## config.mk

```make
export PLATFORM = sky130hd
export DESIGN_NAME = app_axi_arbiter_flat
export DESIGN_NICKNAME = d
export VERILOG_FILES = /design/src/rtl/app_axi_arbiter_if.sv /design/src/rtl/app_axi_arbiter.sv /design/src/flat_wrapper.sv
export SDC_FILE = /design/constraint.sdc
export NUM_CORES = 1
export LEC_CHECK = 0
export ABC_AREA = 1
export CORE_AREA = 4 4 154 156
export DETAILED_ROUTE_END_ITERATION = 8
export DIE_AREA = 0 0 158 160
export HOLD_SLACK_MARGIN = 0.06
export PLACE_DENSITY = 0.79
export RECOVER_POWER = 100
export SLEW_MARGIN = 15
export SYNTH_ARGS = -nofsm -noshare
export SYNTH_HDL_FRONTEND = slang
export SYNTH_SLANG_ARGS = --single-unit
```

## constraint.sdc

```tcl
create_clock -name aclk -period 3.51 [get_ports aclk]
set_clock_uncertainty 0.05 [all_clocks]
set_input_delay 0.702 -clock aclk [delete_from_list [all_inputs] [get_ports aclk]]
set_output_delay 0.702 -clock aclk [all_outputs]
set_load 0.05 [all_outputs]
```

## src/rtl/app_axi_arbiter_if.sv

```systemverilog
// app_axi_arbiter_if: requester-side and AXI-master-side signals of the round-robin arbiter.
interface app_axi_arbiter_if #(
    parameter int NUM_REQ    = 4,
    parameter int DATA_WIDTH = 32,
    parameter int ADDR_WIDTH = 32
);
    localparam int IW = (NUM_REQ > 1) ? $clog2(NUM_REQ) : 1;
    logic [NUM_REQ-1:0]            req_valid;
    logic [NUM_REQ-1:0]            req_rd_wr;
    logic [NUM_REQ*ADDR_WIDTH-1:0] req_addr;
    logic [NUM_REQ*DATA_WIDTH-1:0] req_data;
    logic [NUM_REQ-1:0]            req_ack;
    logic                          req_err;
    logic [DATA_WIDTH-1:0]         rsp_data;
    logic                          m_valid;
    logic                          m_rd_wr;
    logic [ADDR_WIDTH-1:0]         m_addr;
    logic [DATA_WIDTH-1:0]         m_data;
    logic                          m_ack;
    logic [DATA_WIDTH-1:0]         m_rdata;
    logic                          busy;
    logic [IW-1:0]                 grant_idx;
    modport master (
        input  req_valid, req_rd_wr, req_addr, req_data, m_ack, m_rdata,
        output req_ack, req_err, rsp_data, m_valid, m_rd_wr, m_addr, m_data, busy, grant_idx
    );
    modport slave (
        output req_valid, req_rd_wr, req_addr, req_data, m_ack, m_rdata,
        input  req_ack, req_err, rsp_data, m_valid, m_rd_wr, m_addr, m_data, busy, grant_idx
    );
endinterface

```

## src/rtl/app_axi_arbiter.sv

```systemverilog
// app_axi_arbiter: round-robin arbiter funnelling NUM_REQ requesters onto one AXI master port.
// Define APP_ARB_TIMEOUT_EN to complete a stalled WAIT with req_err after TIMEOUT_CYCLES.
module app_axi_arbiter #(
    parameter int NUM_REQ        = 4,
    parameter int DATA_WIDTH     = 32,
    parameter int ADDR_WIDTH     = 32,
    parameter int TIMEOUT_CYCLES = 255
) (
    input logic              aclk,
    input logic              areset,
    app_axi_arbiter_if.master bus
);
    localparam int IW = (NUM_REQ > 1) ? $clog2(NUM_REQ) : 1;
    localparam logic [1:0] S_IDLE  = 2'd0;
    localparam logic [1:0] S_ISSUE = 2'd1;
    localparam logic [1:0] S_WAIT  = 2'd2;

    if (NUM_REQ < 2 || NUM_REQ > 8 || TIMEOUT_CYCLES < 1 || TIMEOUT_CYCLES > 65535) begin : g_bad_param
        $error("app_axi_arbiter: parameter out of range");
    end

    logic [1:0]            r_state;
    logic [IW-1:0]         r_grant;
    logic [IW-1:0]         r_last;
    logic                  r_m_valid;
    logic                  r_m_rd_wr;
    logic [ADDR_WIDTH-1:0] r_m_addr;
    logic [DATA_WIDTH-1:0] r_m_data;
    logic [NUM_REQ-1:0]    r_req_ack;
    logic                  r_req_err;
    logic [DATA_WIDTH-1:0] r_rsp_data;
    logic                  w_hi;
    logic [IW-1:0]         w_hi_idx;
    logic [IW-1:0]         w_lo_idx;
    logic [IW-1:0]         w_win;
    logic                  w_to;

    // Prefer the lowest requester above last_grant, otherwise wrap to the lowest overall.
    always_comb begin
        w_hi     = 1'b0;
        w_hi_idx = '0;
        w_lo_idx = '0;
        for (int j = NUM_REQ - 1; j >= 0; j--) begin
            if (bus.req_valid[j]) begin
                w_lo_idx = IW'(j);
                if (IW'(j) > r_last) begin
                    w_hi     = 1'b1;
                    w_hi_idx = IW'(j);
                end
            end
        end
        w_win = w_hi ? w_hi_idx : w_lo_idx;
    end

`ifdef APP_ARB_TIMEOUT_EN
    logic [15:0] r_cnt;
    always_ff @(posedge aclk or posedge areset) begin
        if (areset)
            r_cnt <= '0;
        else
            r_cnt <= (r_state == S_WAIT) ? r_cnt + 16'd1 : 16'd0;
    end
    assign w_to = (r_state == S_WAIT) && (r_cnt == 16'(TIMEOUT_CYCLES - 1));
`else
    assign w_to = 1'b0;
`endif

    always_ff @(posedge aclk or posedge areset) begin
        if (areset) begin
            r_state    <= S_IDLE;
            r_grant    <= '0;
            r_last     <= IW'(NUM_REQ - 1);
            r_m_valid  <= 1'b0;
            r_m_rd_wr  <= 1'b0;
            r_m_addr   <= '0;
            r_m_data   <= '0;
            r_req_ack  <= '0;
            r_req_err  <= 1'b0;
            r_rsp_data <= '0;
        end else begin
            r_m_valid <= 1'b0;
            r_req_ack <= '0;
            r_req_err <= 1'b0;
            case (r_state)
                S_IDLE: if (|bus.req_valid) begin
                    r_state   <= S_ISSUE;
                    r_m_valid <= 1'b1;
                    r_grant   <= w_win;
                    r_m_rd_wr <= bus.req_rd_wr[w_win];
                    r_m_addr  <= bus.req_addr[int'(w_win)*ADDR_WIDTH +: ADDR_WIDTH];
                    r_m_data  <= bus.req_data[int'(w_win)*DATA_WIDTH +: DATA_WIDTH];
                end
                S_ISSUE: r_state <= S_WAIT;
                S_WAIT: if (bus.m_ack || w_to) begin
                    r_state   <= S_IDLE;
                    r_req_ack <= NUM_REQ'(1) << r_grant;
                    r_req_err <= !bus.m_ack;
                    r_last    <= r_grant;
                    if (bus.m_ack && !r_m_rd_wr)
                        r_rsp_data <= bus.m_rdata;
                end
                default: r_state <= S_IDLE;
            endcase
        end
    end

    assign bus.req_ack   = r_req_ack;
    assign bus.req_err   = r_req_err;
    assign bus.rsp_data  = r_rsp_data;
    assign bus.m_valid   = r_m_valid;
    assign bus.m_rd_wr   = r_m_rd_wr;
    assign bus.m_addr    = r_m_addr;
    assign bus.m_data    = r_m_data;
    assign bus.busy      = r_state != S_IDLE;
    assign bus.grant_idx = r_grant;
endmodule

```

## src/flat_wrapper.sv

```systemverilog
// flat-port wrapper written by rule: the top's interface ports become plain ports
module app_axi_arbiter_flat 
#(
    parameter int NUM_REQ        = 4,
    parameter int DATA_WIDTH     = 32,
    parameter int ADDR_WIDTH     = 32,
    parameter int TIMEOUT_CYCLES = 255
)
  (aclk, areset, bus_req_valid, bus_req_rd_wr, bus_req_addr, bus_req_data, bus_m_ack, bus_m_rdata, bus_req_ack, bus_req_err, bus_rsp_data, bus_m_valid, bus_m_rd_wr, bus_m_addr, bus_m_data, bus_busy, bus_grant_idx);
  app_axi_arbiter_if #(.NUM_REQ(NUM_REQ), .DATA_WIDTH(DATA_WIDTH), .ADDR_WIDTH(ADDR_WIDTH)) bus_i ();
  input logic aclk;
  input logic areset;
  input wire logic [$bits(bus_i.req_valid)-1:0] bus_req_valid;
  input wire logic [$bits(bus_i.req_rd_wr)-1:0] bus_req_rd_wr;
  input wire logic [$bits(bus_i.req_addr)-1:0] bus_req_addr;
  input wire logic [$bits(bus_i.req_data)-1:0] bus_req_data;
  input wire logic [$bits(bus_i.m_ack)-1:0] bus_m_ack;
  input wire logic [$bits(bus_i.m_rdata)-1:0] bus_m_rdata;
  output wire logic [$bits(bus_i.req_ack)-1:0] bus_req_ack;
  output wire logic [$bits(bus_i.req_err)-1:0] bus_req_err;
  output wire logic [$bits(bus_i.rsp_data)-1:0] bus_rsp_data;
  output wire logic [$bits(bus_i.m_valid)-1:0] bus_m_valid;
  output wire logic [$bits(bus_i.m_rd_wr)-1:0] bus_m_rd_wr;
  output wire logic [$bits(bus_i.m_addr)-1:0] bus_m_addr;
  output wire logic [$bits(bus_i.m_data)-1:0] bus_m_data;
  output wire logic [$bits(bus_i.busy)-1:0] bus_busy;
  output wire logic [$bits(bus_i.grant_idx)-1:0] bus_grant_idx;
  assign bus_i.req_valid = bus_req_valid;
  assign bus_i.req_rd_wr = bus_req_rd_wr;
  assign bus_i.req_addr = bus_req_addr;
  assign bus_i.req_data = bus_req_data;
  assign bus_i.m_ack = bus_m_ack;
  assign bus_i.m_rdata = bus_m_rdata;
  assign bus_req_ack = bus_i.req_ack;
  assign bus_req_err = bus_i.req_err;
  assign bus_rsp_data = bus_i.rsp_data;
  assign bus_m_valid = bus_i.m_valid;
  assign bus_m_rd_wr = bus_i.m_rd_wr;
  assign bus_m_addr = bus_i.m_addr;
  assign bus_m_data = bus_i.m_data;
  assign bus_busy = bus_i.busy;
  assign bus_grant_idx = bus_i.grant_idx;
  app_axi_arbiter #(.NUM_REQ(NUM_REQ), .DATA_WIDTH(DATA_WIDTH), .ADDR_WIDTH(ADDR_WIDTH), .TIMEOUT_CYCLES(TIMEOUT_CYCLES)) u_core (.aclk(aclk), .areset(areset), .bus(bus_i));
endmodule
```

==> run metrics <==
transition time at the pin with the least slew margin 1.55 ns; Final Hold Slack ~0.43 ns; post-detailed-placement half-perimeter wirelength 19000 um; CP Class input port to flip-flop; cell family contributing the most delay on the critical path buffers and inverters; synthesized area 6640 um^2; Critical Path Sink Type flip-flop; detail-routed via count per cell 4.58; via count of the first global-routing pass 7009; Fill cells 2147; number of register bits inferred by synthesis 108; DRC Markers 0; number of synthesis warnings 0; max-slew violations between 100 and 150; sequential cell area 2710 um^2; sum of routed wire length over all layers around 25000 um; required time reported for the critical path endpoint 3.70 ns; number of setup violations in the final report 0; number of max-cap violations 1; critical path startpoint category input port; Placement Rows 55; count of input and output buffers about 400; shortest period the worst path allows between 2 and 3 ns; ordered list of cells on the worst path clkdlybuf4s50_1 > or2_0 > o21ai_0 > inv_1 > nor2_1 > nor2_1; library cell with the largest summed area after synthesis sky130_fd_sc_hd__dfrtp_1; violations in the final reports max-capacitance violations, max-slew violations; Final #Nets around 1600; count of final hold-check violations 0; accumulated negative setup slack 0 ns; Num Clock Sinks 108; Non-Filler Cell Area, Final 11200 um^2; global-route wire length before repair 37200 um; cell at the root of the clock tree sky130_fd_sc_hd__clkbuf_16; fraction of final layout cells with drive strength greater than 1 0.0825; Crit path top cell by count sky130_fd_sc_hd__nor2_1; cell count after synthesis 909; crit path buf inv count 2; cell types occupying the most area after synthesis sky130_fd_sc_hd__dfrtp_1 (40%), sky130_fd_sc_hd__nand2_1 (14%), sky130_fd_sc_hd__nand3_1 (12%); status complete, but fails checks; clock-pin slew reported for the worst setup and hold paths after clock tree synthesis roughly 0.08 ns; cell with the biggest individual delay on the critical path sky130_fd_sc_hd__o21ai_0; sequential element share of the synthesized area 0.407; setup repair after global routing missed its margin no; final worst-path setup slack around 0.54 ns; Starting Density 0.297; Highest Clock Rate about 340 MHz; static leakage power 5.41 nW; number of CTS-inserted buffers 9; worst skew pair latency between 0.3 and 0.4 ns; worst-case clock buffer depth 2; Die Area roughly 25000 um^2; Power per Cell Area 835 nW/um^2; mean post-synth cell area 7.31 um^2; hold crit path type flip-flop to flip-flop; Layout Cells excl Fill about 1600; initial detailed-routing violation count roughly 380; diode insertion count for antenna repair 0; Distinct cells, synth 28; via count of the routed design 7188; H-tree lvl count 3; pin count of the biggest net entering global routing approximately 130; setup slack after placement 0.820 ns; die extent in y approximately 160 um; Placed Cells 1554; Core Area 22400 um^2; layout-stage area growth over the synthesis result 68.0%; area of the multi-input gates approximately 3000 um^2; setup slack of the worst register-to-register path 1.28 ns; antenna violations before repair 0; DP Area 10900 um^2; routability-driven placement congestion ratio between 0.8 and 0.9; share of the cycle needed by the critical path after routing 0.846; Overall Global Routing Usage 0.185; largest driver fanout on the critical path 17; post-cts gate resize count 0; clock tree from TritonCTS yes; Pre-antenna DRT Iters 5; hold_buf cts 0; antenna violation net count after detailed routing 0; GRT overflow 0; Data arrival, critical path between 3 and 4 ns; biggest cell delay along the critical path 0.88 ns; share of the synthesized area in the top cell type 0.399; top-level I/O count 405; average wire per standard cell 15.6 um; Peak VDD IR ~0.47 mV; Slew Limit Headroom -0.0306; net count after synthesis 1208; horizontal die dimension 158 um; number of setup buffers added after CTS 0
[metrics by stage]
step,power (mW),util
floorplan,6.41,-
global placement,8.48,0.487
detailed placement,8.58,0.487
CTS,9.69,0.501
global route,9.94,0.499
finish,9.32,0.499
[power by group]
group	internal [mW]	switching, mW	leakage (nW)
Combinational	1.99	4.06	3.94
Clock	0.517	0.552	0.151
Sequential	1.88	0.327	1.31
Total	4.39	4.94	5.40
[metal layers]
layer,global-route usage,up-vias,routed length [um]
met5,0,-,0
met4,0.0500,0,522
met3,0.0480,29,2040
met2,0.322,310,12100
met1,0.226,3277,9870
li1,-,3572,-
[state kept, by name, indices dropped and copies added, names as in the netlist]
signal / flops
u_core.bus.m_addr: 32
u_core.bus.m_data: 32
u_core.bus.rsp_data: 32
u_core.bus.req_ack: 4
u_core.bus.grant_idx: 2
u_core.r_last: 2
u_core.r_state: 2
u_core.bus.m_rd_wr: 1
u_core.bus.m_valid: 1
[worst min-delay path: cells and delay by family (launching register included)]
| family | cells | cell delay, ns |
|---|---|---|
| flip-flops | 1 | 0.34 |
| AND/OR/NAND/NOR | 2 | 0.10 |
[final timing paths]
path                                                  start                             endpoint  cells past startpoint
max in group asynchronous                            areset    u_core.bus.m_addr[14]$_DFFE_PP0P_                      3
max                                        bus_req_valid[3]  u_core.bus.grant_idx[1]$_DFFE_PP0P_                      6
min in group asynchronous                            areset  u_core.bus.rsp_data[26]$_DFFE_PP0P_                      3
min reg2reg                u_core.bus.m_addr[9]$_DFFE_PP0P_     u_core.bus.m_addr[9]$_DFFE_PP0P_                      2
max reg2reg                   u_core.r_state[1]$_DFFE_PP0P_     u_core.bus.m_addr[6]$_DFFE_PP0P_                      6
min                        u_core.bus.m_addr[9]$_DFFE_PP0P_     u_core.bus.m_addr[9]$_DFFE_PP0P_                      2
[placed cells by master, fill, tap and decap left out, drive strengths merged]
cell,count
clkdlybuf4s50,296
nor2,9
clkinv,4
nor3,1
nand2,253
dfrtp,106
nand3,163
o211ai,50
dfstp,2
or2,52
mux2,32
conb,1
clkbuf,11
a21boi,1
dlygate4sd3,107
inv,177
buf,11
o21ai,5
a21oi,2
clkinvlp,1
o21bai,1
[cell families after synthesis]
group	count (synthesis)	share of synthesized area
multiplexers	32	0.0559
flip-flops	108	0.407
AND/OR/NAND/NOR	478	0.322
other	1	0.000564
AO/OA/AOI/OAI	59	0.0680
buffers and inverters	231	0.146
[Yosys cell counts]
master                       n
sky130_fd_sc_hd__a21oi_1     1
sky130_fd_sc_hd__mux2_4      3
sky130_fd_sc_hd__buf_2      25
sky130_fd_sc_hd__buf_6       3
sky130_fd_sc_hd__mux2_1      5
sky130_fd_sc_hd__o21bai_2    1
sky130_fd_sc_hd__buf_4      13
sky130_fd_sc_hd__mux2_2     24
sky130_fd_sc_hd__conb_1      1
sky130_fd_sc_hd__a21boi_2    1
sky130_fd_sc_hd__nand3_2     1
sky130_fd_sc_hd__or2_1      12
sky130_fd_sc_hd__dfrtp_1   106
sky130_fd_sc_hd__nor2_1      6
sky130_fd_sc_hd__nor3_1      1
sky130_fd_sc_hd__o21ai_2     1
sky130_fd_sc_hd__o21ai_0     3
sky130_fd_sc_hd__nand2_1   253
sky130_fd_sc_hd__o211ai_1   50
sky130_fd_sc_hd__nand3_1   162
sky130_fd_sc_hd__or2_2      40
sky130_fd_sc_hd__nor2_2      3
sky130_fd_sc_hd__a21oi_2     1
sky130_fd_sc_hd__inv_2       5
sky130_fd_sc_hd__inv_1     170
sky130_fd_sc_hd__dfstp_2     2
sky130_fd_sc_hd__o21ai_4     1
sky130_fd_sc_hd__clkbuf_1   15
[layout make-up]
type,count,area share
sequential,108,0.242
tap,285,0.0319
timing repair buffer,416,0.373
clock buffer,9,0.0202
inverter,175,0.0592
multi-input combinational,570,0.265
clock inverter,7,0.00773
No activity file was read; power rests on OpenSTA's default activity.
